`config.mk`:
```
export PLATFORM = sky130hd
export DESIGN_NAME = soc_bus_decoder
export DESIGN_NICKNAME = d
export VERILOG_FILES = /design/src/rtl/soc_bus_decoder.sv
export SDC_FILE = /design/constraint.sdc
export NUM_CORES = 1
export LEC_CHECK = 0
export ABC_AREA = 1
export CORE_AREA = 3 3 121 123
export DETAILED_ROUTE_END_ITERATION = 7
export DIE_AREA = 0 0 124 126
export PLACE_DENSITY = 0.66
export SLEW_MARGIN = 20
export SYNTH_ARGS = -nofsm -noshare
export SYNTH_HDL_FRONTEND = slang
export SYNTH_SLANG_ARGS = --single-unit
```
`constraint.sdc`:
```
create_clock -name clk_i -period 1.94 [get_ports clk_i]
set_input_delay 0.291 -clock clk_i [delete_from_list [all_inputs] [get_ports clk_i]]
set_output_delay 0.291 -clock clk_i [all_outputs]
set_load 0.01 [all_outputs]
```
`src/rtl/soc_bus_decoder.sv`:
```
// Address decoder bridging one master to four slaves (MEM, UART, TIMER, GPIO) with a response timeout.
// Latency: request and grant pass through combinationally; the response is forwarded in the cycle it arrives.
// Backpressure: the master holds its request until the selected slave grants; only one transaction is in flight.
//
// Ports: clk_i / rst_ni            clock, synchronous active-low reset
//        m_req_i .. m_be_i         master request (address, write data, byte enables)
//        m_gnt_o .. m_err_o        master grant and one-cycle response (error flagged on unmapped or timeout)
//        s_req_o .. s_be_o         one-hot slave request, window offset address, forwarded write fields
//        s_gnt_i .. s_rdata_i      per-slave grant, response valid and read data
module soc_bus_decoder #(
    parameter int unsigned TIMEOUT    = 255,
    parameter logic [31:0] MEM_BASE   = 32'h0000_0000,
    parameter logic [31:0] UART_BASE  = 32'h0010_0000,
    parameter logic [31:0] TIMER_BASE = 32'h0020_0000,
    parameter logic [31:0] GPIO_BASE  = 32'h0040_0000
) (
    input  logic             clk_i,
    input  logic             rst_ni,
    input  logic             m_req_i,
    input  logic             m_we_i,
    input  logic [31:0]      m_addr_i,
    input  logic [31:0]      m_wdata_i,
    input  logic [3:0]       m_be_i,
    output logic             m_gnt_o,
    output logic             m_rvalid_o,
    output logic [31:0]      m_rdata_o,
    output logic             m_err_o,
    output logic [3:0]       s_req_o,
    output logic [31:0]      s_addr_o,
    output logic             s_we_o,
    output logic [31:0]      s_wdata_o,
    output logic [3:0]       s_be_o,
    input  logic [3:0]       s_gnt_i,
    input  logic [3:0]       s_rvalid_i,
    input  logic [3:0][31:0] s_rdata_i
);

    localparam logic [7:0] TO_LIM = TIMEOUT[7:0];

    // Window ends are computed one bit wider so a window touching the top of
    // the address space cannot wrap around.
    localparam logic [32:0] MEM_END   = {1'b0, MEM_BASE}   + 33'h0_0002_8000;
    localparam logic [32:0] UART_END  = {1'b0, UART_BASE}  + 33'h0_0000_0010;
    localparam logic [32:0] TIMER_END = {1'b0, TIMER_BASE} + 33'h0_0000_0010;
    localparam logic [32:0] GPIO_END  = {1'b0, GPIO_BASE}  + 33'h0_0000_0010;

    typedef enum logic [1:0] {
        IDLE     = 2'd0,
        WAIT_GNT = 2'd1,
        RESP     = 2'd2,
        ERR      = 2'd3
    } state_t;

    state_t      r_state;
    logic [1:0]  r_sel;
    logic [7:0]  r_cnt;
    logic        r_live;     // low during reset and the first cycle after it

    logic [32:0] w_addr_x;
    logic [3:0]  w_hit;
    logic        w_any_hit;
    logic [1:0]  w_sel;
    logic [31:0] w_base;
    logic [7:0]  w_cnt_inc;
    logic        w_out_en;

    assign w_addr_x = {1'b0, m_addr_i};

    assign w_hit[0] = (m_addr_i >= MEM_BASE)   && (w_addr_x < MEM_END);
    assign w_hit[1] = (m_addr_i >= UART_BASE)  && (w_addr_x < UART_END);
    assign w_hit[2] = (m_addr_i >= TIMER_BASE) && (w_addr_x < TIMER_END);
    assign w_hit[3] = (m_addr_i >= GPIO_BASE)  && (w_addr_x < GPIO_END);
    assign w_any_hit = |w_hit;

    always_comb begin
        w_sel  = 2'd0;
        w_base = MEM_BASE;
        if (w_hit[1]) begin
            w_sel  = 2'd1;
            w_base = UART_BASE;
        end else if (w_hit[2]) begin
            w_sel  = 2'd2;
            w_base = TIMER_BASE;
        end else if (w_hit[3]) begin
            w_sel  = 2'd3;
            w_base = GPIO_BASE;
        end
    end

    assign w_cnt_inc = r_cnt + 8'd1;
    assign w_out_en  = rst_ni & r_live;

    assign s_addr_o  = w_any_hit ? (m_addr_i - w_base) : m_addr_i;
    assign s_we_o    = m_we_i;
    assign s_wdata_o = m_wdata_i;
    assign s_be_o    = m_be_i;

    always_ff @(posedge clk_i) begin
        if (!rst_ni) begin
            r_state <= IDLE;
            r_sel   <= 2'd0;
            r_cnt   <= 8'd0;
            r_live  <= 1'b0;
        end else begin
            r_live <= 1'b1;
            case (r_state)
                // WAIT_GNT behaves like IDLE: the slave is re-decoded every cycle.
                IDLE, WAIT_GNT: begin
                    if (r_live && m_req_i) begin
                        if (w_any_hit) begin
                            if (s_gnt_i[w_sel]) begin
                                r_state <= RESP;
                                r_sel   <= w_sel;
                                r_cnt   <= 8'd0;
                            end else begin
                                r_state <= WAIT_GNT;
                            end
                        end else begin
                            r_state <= ERR;
                        end
                    end else begin
                        r_state <= IDLE;
                    end
                end
                RESP: begin
                    // A response arriving in the cycle the limit is reached wins.
                    if (s_rvalid_i[r_sel]) begin
                        r_state <= IDLE;
                    end else begin
                        r_cnt <= w_cnt_inc;
                        if (w_cnt_inc == TO_LIM) begin
                            r_state <= ERR;
                        end
                    end
                end
                ERR: begin
                    r_state <= IDLE;
                end
                default: begin
                    r_state <= IDLE;
                end
            endcase
        end
    end

    always_comb begin
        m_gnt_o    = 1'b0;
        m_rvalid_o = 1'b0;
        m_err_o    = 1'b0;
        m_rdata_o  = 32'd0;
        s_req_o    = 4'd0;
        case (r_state)
            IDLE, WAIT_GNT: begin
                if (w_out_en && m_req_i) begin
                    if (w_any_hit) begin
                        s_req_o[w_sel] = 1'b1;
                        m_gnt_o        = s_gnt_i[w_sel];
                    end else begin
                        m_gnt_o = 1'b1;
                    end
                end
            end
            RESP: begin
                if (rst_ni && s_rvalid_i[r_sel]) begin
                    m_rvalid_o = 1'b1;
                    m_rdata_o  = s_rdata_i[r_sel];
                end
            end
            ERR: begin
                if (rst_ni) begin
                    m_rvalid_o = 1'b1;
                    m_err_o    = 1'b1;
                end
            end
            default: begin
                m_gnt_o = 1'b0;
            end
        endcase
    end

endmodule

```
Yosys cells after proc, flatten, opt, wreduce, memory -nomap -nowiden
Index checks and enable logic that the tools add are counted.
{"block": "totals", "output_inout_bits": 108, "regBits": 13, "elab_cells": 79}
{"block": "op_classes", "mux": 38, "bitwise_logic": 1, "n_eq_ne": 9, "order_cmp": 11, "add_sub_neg": 2, "n_reduce_logical": 14}
{"cell": "$mux 32", "n": 4}
{"cell": "$mux 23", "n": 3}
{"cell": "$bmux 32 s2", "n": 1}
{"cell": "$ge 32x1->1 const B", "n": 1}
{"cell": "$ge 32x21->1 const B", "n": 1}
{"cell": "$ge 32x22->1 const B", "n": 1}
{"cell": "$ge 32x23->1 const B", "n": 1}
{"cell": "$lt 32x18->1 const B", "n": 1}
{"cell": "$lt 32x21->1 const B", "n": 1}
{"cell": "$lt 32x22->1 const B", "n": 1}
{"cell": "$lt 32x23->1 const B", "n": 1}
{"cell": "$mux 8", "n": 4}
{"cell": "$sub 32x32->32", "n": 1}
{"cell": "$mux 2", "n": 8}
{"cell": "$pmux 8 s2", "n": 1}
{"cell": "$mux 4", "n": 3}
{"cell": "$mux 1", "n": 9}
{"cell": "$add 8x1->8 const B", "n": 1}
{"cell": "$eq 8x8->1 const B", "n": 1}
{"cell": "$logic_and 1x1->1", "n": 8}
{"cell": "$ne 2x2->1 const B", "n": 4}
{"cell": "$lt 2x3->1 const B", "n": 2}
{"cell": "$pmux 2 s3", "n": 1}
{"cell": "$reduce_and 5->1", "n": 1}
{"cell": "13 further kinds", "n": 15}

Logic depth before layout (Yosys ltp)
Gate-level depths: netlist (run 1).
{"block": "depth", "ltp_word": 12, "mapped_depth": 15}

Least setup slack after synthesis (run 1)
OpenSTA, ideal clock, no wires.
{"block": "synth_timing", "path_kind": "input -> output", "startpoint": "input port m_addr_i[30]", "endpoint": "output port s_addr_o[22]", "arrival_time_ps": 1754, "required_ps": 1649, "slack_ps": -105, "cell_stages": 11, "n_path_buf": 0, "path_cell_list": "nor2_1 nand3_1 nor2_4 nand2_4 nor2_4 ha_1 inv_1 fa_1 xor2_1 nand2_1 o21ai_0"}
{"block": "synth_via", "elab_chain_len": 7, "elab_cells_between_ends": 18, "classes_between": "add/sub: 1; order compare: 8; mux: 4; reduce/logical: 5"}
{"item": "start: declaration", "line_no": "21", "text": "input logic [31:0] m_addr_i,"}
{"item": "$ge 32x23->1 / $lt 32x23->1 (equally long branches)", "line_no": "72", "text": "assign w_hit[3] = (m_addr_i >= GPIO_BASE) && (w_addr_x < GPIO_END);"}
{"item": "$logic_and 1x1->1", "line_no": "72"}
{"item": "$mux 23", "line_no": "84", "text": "end else if (w_hit[3]) begin"}
{"item": "$mux 23", "line_no": "81", "text": "end else if (w_hit[2]) begin"}
{"item": "$mux 23", "line_no": "78", "text": "if (w_hit[1]) begin"}
{"item": "$sub 32x32->32", "line_no": "93", "text": "assign s_addr_o = w_any_hit ? (m_addr_i - w_base) : m_addr_i;"}
{"item": "$mux 32 (*)", "line_no": "93"}
{"item": "end: declaration", "line_no": "29", "text": "output logic [31:0] s_addr_o,"}
Mark *: on every way between the ends. The rest lies on a longest branch, timed or not.

Worst setup path in the final report (run 1)
{"block": "layout_timing", "startpoint": "input port m_addr_i[16]", "endpoint": "output port s_addr_o[26]"}
Same word-level chain as after synthesis.

==> results of run 1 <==
## layer usage
metal | GRT usage (%) | up-vias | routed length (µm)
li1 | - | 2193 | -
met2 | 32.96 | 186 | 7871
met5 | 1.316 | - | 12
met1 | 19.67 | 1966 | 5637
met3 | 5.882 | 17 | 1610
met4 | 2.899 | 2 | 170
## flip-flops by register name, indices dropped and copies added (netlist names)
name,count
r_cnt,8
r_live,1
r_sel,2
r_state,2
## what timing repair did
item / 4_1_cts / 5_1_grt
setup endpoints to repair: 63 / 60
buffers inserted: 42 / 7
cloned: 5 / 0
pin swaps: 47 / 36
resized for setup: 444 / 61
hold buffers: 0 / 0
## metrics by stage
stage	area [µm²]	TNS (ns)
6_report	6392	-6.588
2_1_floorplan	2987	-0.2052
5_1_grt	6392	-10.89
3_5_place_dp	5450	-42.17
3_3_place_gp	5450	-41.78
4_1_cts	6187	-7.557
## final cells by class
cell class              count  area (µm²)  share of cell area [%]
repair buffers            339        3142                   49.15
clock buffers               4       78.83                   1.233
well taps                 180       225.2                   3.523
multi-input cells         407        2549                   39.87
inverters                  33       132.6                   2.075
flip-flops and latches     13       265.3                   4.150
## cell usage in the layout, fill, tap and decap left out, types with 4 or more instances in the layout
master / Yosys / final
nand2_4: 4 / 10
buf_4: 57 / 64
nand2_2: 7 / 25
a21oi_4: 0 / 4
nor2_2: 7 / 11
o21ai_1: 0 / 5
nand3_2: 3 / 7
nor2_4: 4 / 19
nand3_4: 3 / 5
a21oi_2: 8 / 40
buf_6: 1 / 51
o21ai_0: 71 / 62
nor2_1: 166 / 147
dfxtp_1: 13 / 11
clkdlybuf4s50_1: 0 / 150
inv_2: 8 / 13
inv_1: 22 / 15
nand3_1: 16 / 10
dlygate4sd2_1: 0 / 6
buf_2: 3 / 52
nand2_1: 57 / 32
buf_12: 1 / 6
## worst register-to-register path: stages (launching register included)
cell     delay [ns]
dfxtp_4        0.36
inv_4          0.06
nand2_2        0.04
a32o_2         0.26
buf_4          0.14
buf_4          0.12
nand2_1        0.33
nand2_8        0.13
a21oi_2        0.17
nor2_2         0.05
## cells by family (layout without fill, tap and decap cells)
group,Yosys count,count (layout)
AND/OR/NAND/NOR,275,277
AO/OA/AOI/OAI,119,119
flip-flops,13,13
XOR/XNOR,5,5
adder cells (fa/ha/maj),6,6
buffers and inverters,118,376
## worst max-delay path by stage
stage	to	cells past startpoint
floorplan	s_addr_o[26]	11
global placement	s_addr_o[28]	13
global route	s_addr_o[26]	17
detailed placement	s_addr_o[28]	13
finish	s_addr_o[26]	15
CTS	s_addr_o[26]	15
## report_power, final
group | leakage (µW) | total [µW] | internal [µW] | switching (µW)
sequential | 0.000107 | 283 | 275 | 8.02
clock | 0.0000382 | 409 | 279 | 130
combinational | 0.00265 | 835 | 515 | 320
total | 0.00279 | 1530 | 1070 | 458
==> out/metrics.cfg, run 1 <==
[run_status]
status=finished, violations left
violations=setup timing

[pwr]
power_uw=1527
ir_worst_vdd_uv=243.6
p_per_area_nw_per_um2=238.8
p_leak_uw=0.002793

[sta]
fin_crit_ns=2.359
relSlewSlack_pct=70.57
period_share_pct=121.6
fmax_ghz=0.4239
finalWorstSetupSlack_ns=-0.4193
report.final.setup_viol=53
rsz0062_at_grt=true
worst_pin_slew_ns=0.4404
whs_ns=0.4995
skew_ns=0.006137
finalHoldViolations=0
finalMaxSlewViolations=0

[hold_path]
holdPathStages=2
hold_start=r_cnt[7]
hold_path_end=r_cnt[7]
hold_class=reg2reg

[synth]
synth_seq_cells=13
synth_top_area_cell=nor2_1
yosysWarnings=0
postSynthCellCount=536
synthMuxAreaShare_pct=0
synth_most_common_cell=nor2_1
yosysSeqAreaShare_pct=8.817
syn_nets=750
synth_compound_area_share_pct=21.49
synth_flop_cell=dfxtp_1
synth_top_family_by_area=simple AND/OR/NAND/NOR gates
synthSimpleGateAreaFrac_pct=42.18
post_synth_num_cell_types=33
synthXorXnorAreaFrac_pct=1.484
synth_area_per_cell_um2=5.507
synth-edff-count=0
synth_top_area_share_pct=21.11
synthTopCellsByCount=166 x nor2_1, 71 x o21ai_0, 57 x buf_4, 57 x nand2_1, 38 x a21oi_1
synth_area_um2=2952
ys_async_sr_fraction_pct=0
yosys.area_share.adder_pct=2.798
synth.area.top_cells=nor2_1 21%, buf_4 14%, o21ai_0 12%

[clock_tree]
clk_pin_slew_ns=0.05
clkLatencyLatePin_ns=0.25
htreeDepth=1
cts_root_buffer=clkbuf_16
cts_tree=done
cts_made_buffers=3
max-clock-path-buffers=2
cts.sinks=13

[run]
max-cap-violations=0

[setup_path]
end_kind=primary output
path_cells=buf_2 > nor2_2 > nand2_4 > buf_6 > inv_4 > nand2_4 > nor2_4 > nand3_4 > fa_2 > a21oi_2 > nand2_2 > buf_6 > buf_6 > nand2_2 > buf_6
cpLargestDelayFamily=buffers and inverters
timing.rr.end=r_cnt[2]
cp_max_fo=3
startpoint=m_addr_i[16]
critical_path_buf_inv_count=6
timing.rr.start=r_sel[0]
slowest_delay_ns=0.38
crit_top_cell=buf_6
path_class=in2out
cp_slowest_cell=fa_2
critPathLaunchType=primary input
ff2ff_setup_slack_ns=0.17
cp.required_ns=1.65
reg2reg_depth=9
crit_arrival_ns=2.07

[detailed_routing]
route.detailed.drc=0
dr.first_iter.drc_count=125
wl_mm=15.30
drt_first_pass_iters=4
wl_per_cell_um=15.68
ant_nets=0
vias_per_cell=4.471
via_count=4364

[placed_design]
dpl.hpwl_mm=10.67
gp_congestion=0.8236
io_buffers=233
dp_slack_ns=-1.160
dp.cells=921

[floorplanning]
rows=43
die_w_um=124
die_area_um2=15620
initial_core_util_pct=21.43
core_um2=13770
dieHeight_um=126
ios=316

[cells_and_area]
fin_cells=976
fin_util_pct=46.41
area_growth_pct=116.6
antenna_cells=0
layout-drive-gt1-share_pct=42.46
nets=1011
final.fill_count=1335

[grt]
grt_pass1_vias=4395
track_usage_pct=17.79
grt_max_degree=45
grt_pass1_wl_mm=22.31
overflow=0
antenna_found_initial=1

Power figures use the tool's default switching activity.
==> inputs of run 2 (changes only) <==
--- a/config.mk
+++ b/config.mk
@@ -6,10 +6,11 @@
 export NUM_CORES = 1
 export LEC_CHECK = 0
 export ABC_AREA = 1
-export CORE_AREA = 3 3 121 123
+export CORE_AREA = 3 3 123 125
+export CTS_BUF_LIST = sky130_fd_sc_hd__clkbuf_4
 export DETAILED_ROUTE_END_ITERATION = 7
-export DIE_AREA = 0 0 124 126
-export PLACE_DENSITY = 0.66
+export DIE_AREA = 0 0 126 128
+export PLACE_DENSITY = 0.62
 export SLEW_MARGIN = 20
 export SYNTH_ARGS = -nofsm -noshare
 export SYNTH_HDL_FRONTEND = slang
==> constraint.sdc (replaced) <==
create_clock -name clk_i -period 2.7 [get_ports clk_i]
set_input_delay 0.405 -clock clk_i [delete_from_list [all_inputs] [get_ports clk_i]]
set_output_delay 0.405 -clock clk_i [all_outputs]
set_load 0.01 [all_outputs]
==> out/metrics.cfg, run 2 (synthesis results as in run 1) <==
[placed_design]
gp_congestion=0.8318  ; was 0.8236
dpl_cell_area_um2=5383  ; was 5450 µm²
io_buffers=233  ; unchanged
dpl.hpwl_mm=10.72  ; was 10.67 mm

[run]
max-cap-violations=0  ; unchanged

[clock_tree]
cts_made_buffers=3  ; unchanged
max-clock-path-buffers=2  ; unchanged
hold_buffers=0  ; unchanged
clkLatencyLatePin_ns=0.27  ; was 0.25 ns
cts.sinks=13  ; unchanged
clk_pin_slew_ns=0.09  ; was 0.05 ns
cts_tree=done  ; unchanged
htreeDepth=1  ; unchanged
cts_root_buffer=clkbuf_4  ; was clkbuf_16

[sta]
relSlewSlack_pct=71.58  ; was 70.57%
report.final.setup_viol=0  ; was 53
period_share_pct=96.85
finalMaxSlewViolations=0  ; unchanged
fmax_ghz=0.3824
skew_ns=0.001910  ; was 0.006137 ns
fin_crit_ns=2.615
finalHoldViolations=0  ; unchanged
worst_pin_slew_ns=0.4208  ; was 0.4404 ns

[setup_path]
end_kind=primary output  ; unchanged
cp_max_fo=3  ; unchanged
cp.required_ns=2.30  ; was 1.65 ns
path_class=in2out  ; unchanged
critPathLaunchType=primary input  ; unchanged
crit_arrival_ns=2.21  ; was 2.07 ns

[grt]
grt.busiest_layer=met2  ; unchanged
grt_max_degree=51  ; was 45
grt_use_met3_pct=5.667  ; was 5.882%
grt_util_met1_pct=18.08  ; was 19.67%
track_usage_pct=15.18  ; was 17.79%
overflow=0  ; unchanged
grt_pass1_vias=4047  ; was 4395
grt_pass1_wl_mm=20.49  ; was 22.31 mm
grt_use_met2_pct=26.64  ; was 32.96%
antenna_found_initial=1  ; unchanged

[cells_and_area]
finalInstanceArea_um2=5550  ; was 6392 µm²
reg.largest.list=r_cnt x8, r_sel x2, r_state x2  ; unchanged
largest_reg_flops=8  ; unchanged
layout_common_cells=159 x clkdlybuf4s50_1, 158 x nor2_1, 70 x o21ai_0, 63 x buf_4, 50 x nand2_1  ; was 150 x clkdlybuf4s50_1, 147 x nor2_1, 64 x buf_4, 62 x o21ai_0, 52 x buf_2
area_growth_pct=88.05  ; was 116.6%
final_common_cell=clkdlybuf4s50_1  ; unchanged
top_register=r_cnt  ; unchanged
nets=972  ; was 1011
layout-drive-gt1-share_pct=22.32  ; was 42.46%
antenna_cells=0  ; unchanged

[floorplanning]
die_area_um2=16130  ; was 15620 µm²
die_w_um=126  ; was 124 µm
dieHeight_um=128  ; was 126 µm
core_um2=13990  ; was 13770 µm²
rows=43  ; unchanged
initial_core_util_pct=21.10  ; was 21.43%
ios=316  ; unchanged

[detailed_routing]
dr.first_iter.drc_count=123  ; was 125
via_count=4057  ; was 4364
vias_per_cell=4.330  ; was 4.471
route.detailed.drc=0  ; unchanged
drt_first_pass_iters=4  ; unchanged
ant_nets=0  ; unchanged
wl_per_cell_um=14.30  ; was 15.68 µm
wl_mm=13.40  ; was 15.30 mm

[pwr]
p_per_area_nw_per_um2=150.6  ; was 238.8 nW/µm²
power_uw=835.8  ; was 1527 µW
ir_worst_vdd_uv=140.6  ; was 243.6 µV
p_leak_uw=0.002514  ; was 0.002793 µW

[run_status]
status=finished, final reports clean  ; was finished, violations left

[hold_path]
hold_class=reg2reg  ; unchanged

-- run 2: cell count changes in the layout (fill, tap and decap cells not counted), moves of 13 or more --
cell,change
nand2_2,-13
buf_2,-44
a21oi_1,+34
a21oi_2,-30
buf_6,-44
nand2_1,+18
dlygate4sd2_1,+34
-- run 2: final timing paths --
check,slack [ns],to,depth (start not counted),from
worst min register to register,0.52,r_cnt[7],2,r_cnt[7]
worst min-delay path,0.52,r_cnt[7],2,r_cnt[7]
worst max register to register,1.19,r_cnt[6],8,r_sel[1]
worst max-delay path,0.08,s_addr_o[30],16,m_addr_i[23]
-- run 2: layout make-up --
cell class                      count  area, µm²
Multi-Input combinational cell    405       2150
Sequential cell                    13      261.5
Clock buffer                        4      30.03
Fill cell                        1514       8438
Tap cell                          180      225.2
Timing Repair Buffer              302       2756
Inverter                           33      127.6
-- run 2: stage by stage --
| step | utilization (%) | hold slack, ns | TNS (ns) | worst slack [ns] | cells |
|---|---|---|---|---|---|
| 2_1_floorplan | - | 0.4327 | 0 | 0.4271 | 536 |
| 3_3_place_gp | 38.48 | 0.4982 | -10.32 | -0.6747 | 920 |
| 3_5_place_dp | 38.48 | 0.5094 | -10.88 | -0.7101 | 920 |
| 4_1_cts | 38.95 | 0.5231 | -0.001955 | -0.001955 | 935 |
| 5_1_grt | 39.68 | 0.5543 | -0.2665 | -0.03848 | 937 |
| 6_report | 39.68 | 0.5157 | 0 | 0.08493 | 937 |
-- run 2: report_power, final --
group	leakage, µW	total, µW	switching [µW]	internal, µW
clock network	0.0000184	134	66.7	67.2
registers	0.000106	204	5.60	198
logic	0.00239	498	180	318
total	0.00251	836	252	583
-- run 2: what timing repair did --
item | 4_1_cts | 5_1_grt
setup endpoints to repair | 47 | 15
gates resized for setup | 136 | 48
pin swaps | 28 | 31
buffers inserted | 11 | 2
-- run 2: worst max-delay path: stages --
cell and delay, ns:
clkdlybuf4s15_1 0.24, inv_2 0.11, nand2_2 0.07, nor2_1 0.13, nand2_1 0.12, nor2_4 0.12
nand3_4 0.11, buf_6 0.15, nand4_4 0.09, inv_2 0.06, nor2_4 0.15, buf_6 0.11
nand2_2 0.05, buf_6 0.12, nand2_1 0.06, buf_6 0.10
-- run 2: per-layer routing --
layer  wire, µm  vias to the layer above
met5         13                        -
met4        134                        2
met3       1365                       10
met2       6443                      179
met1       5441                     1761
li1           -                     2105
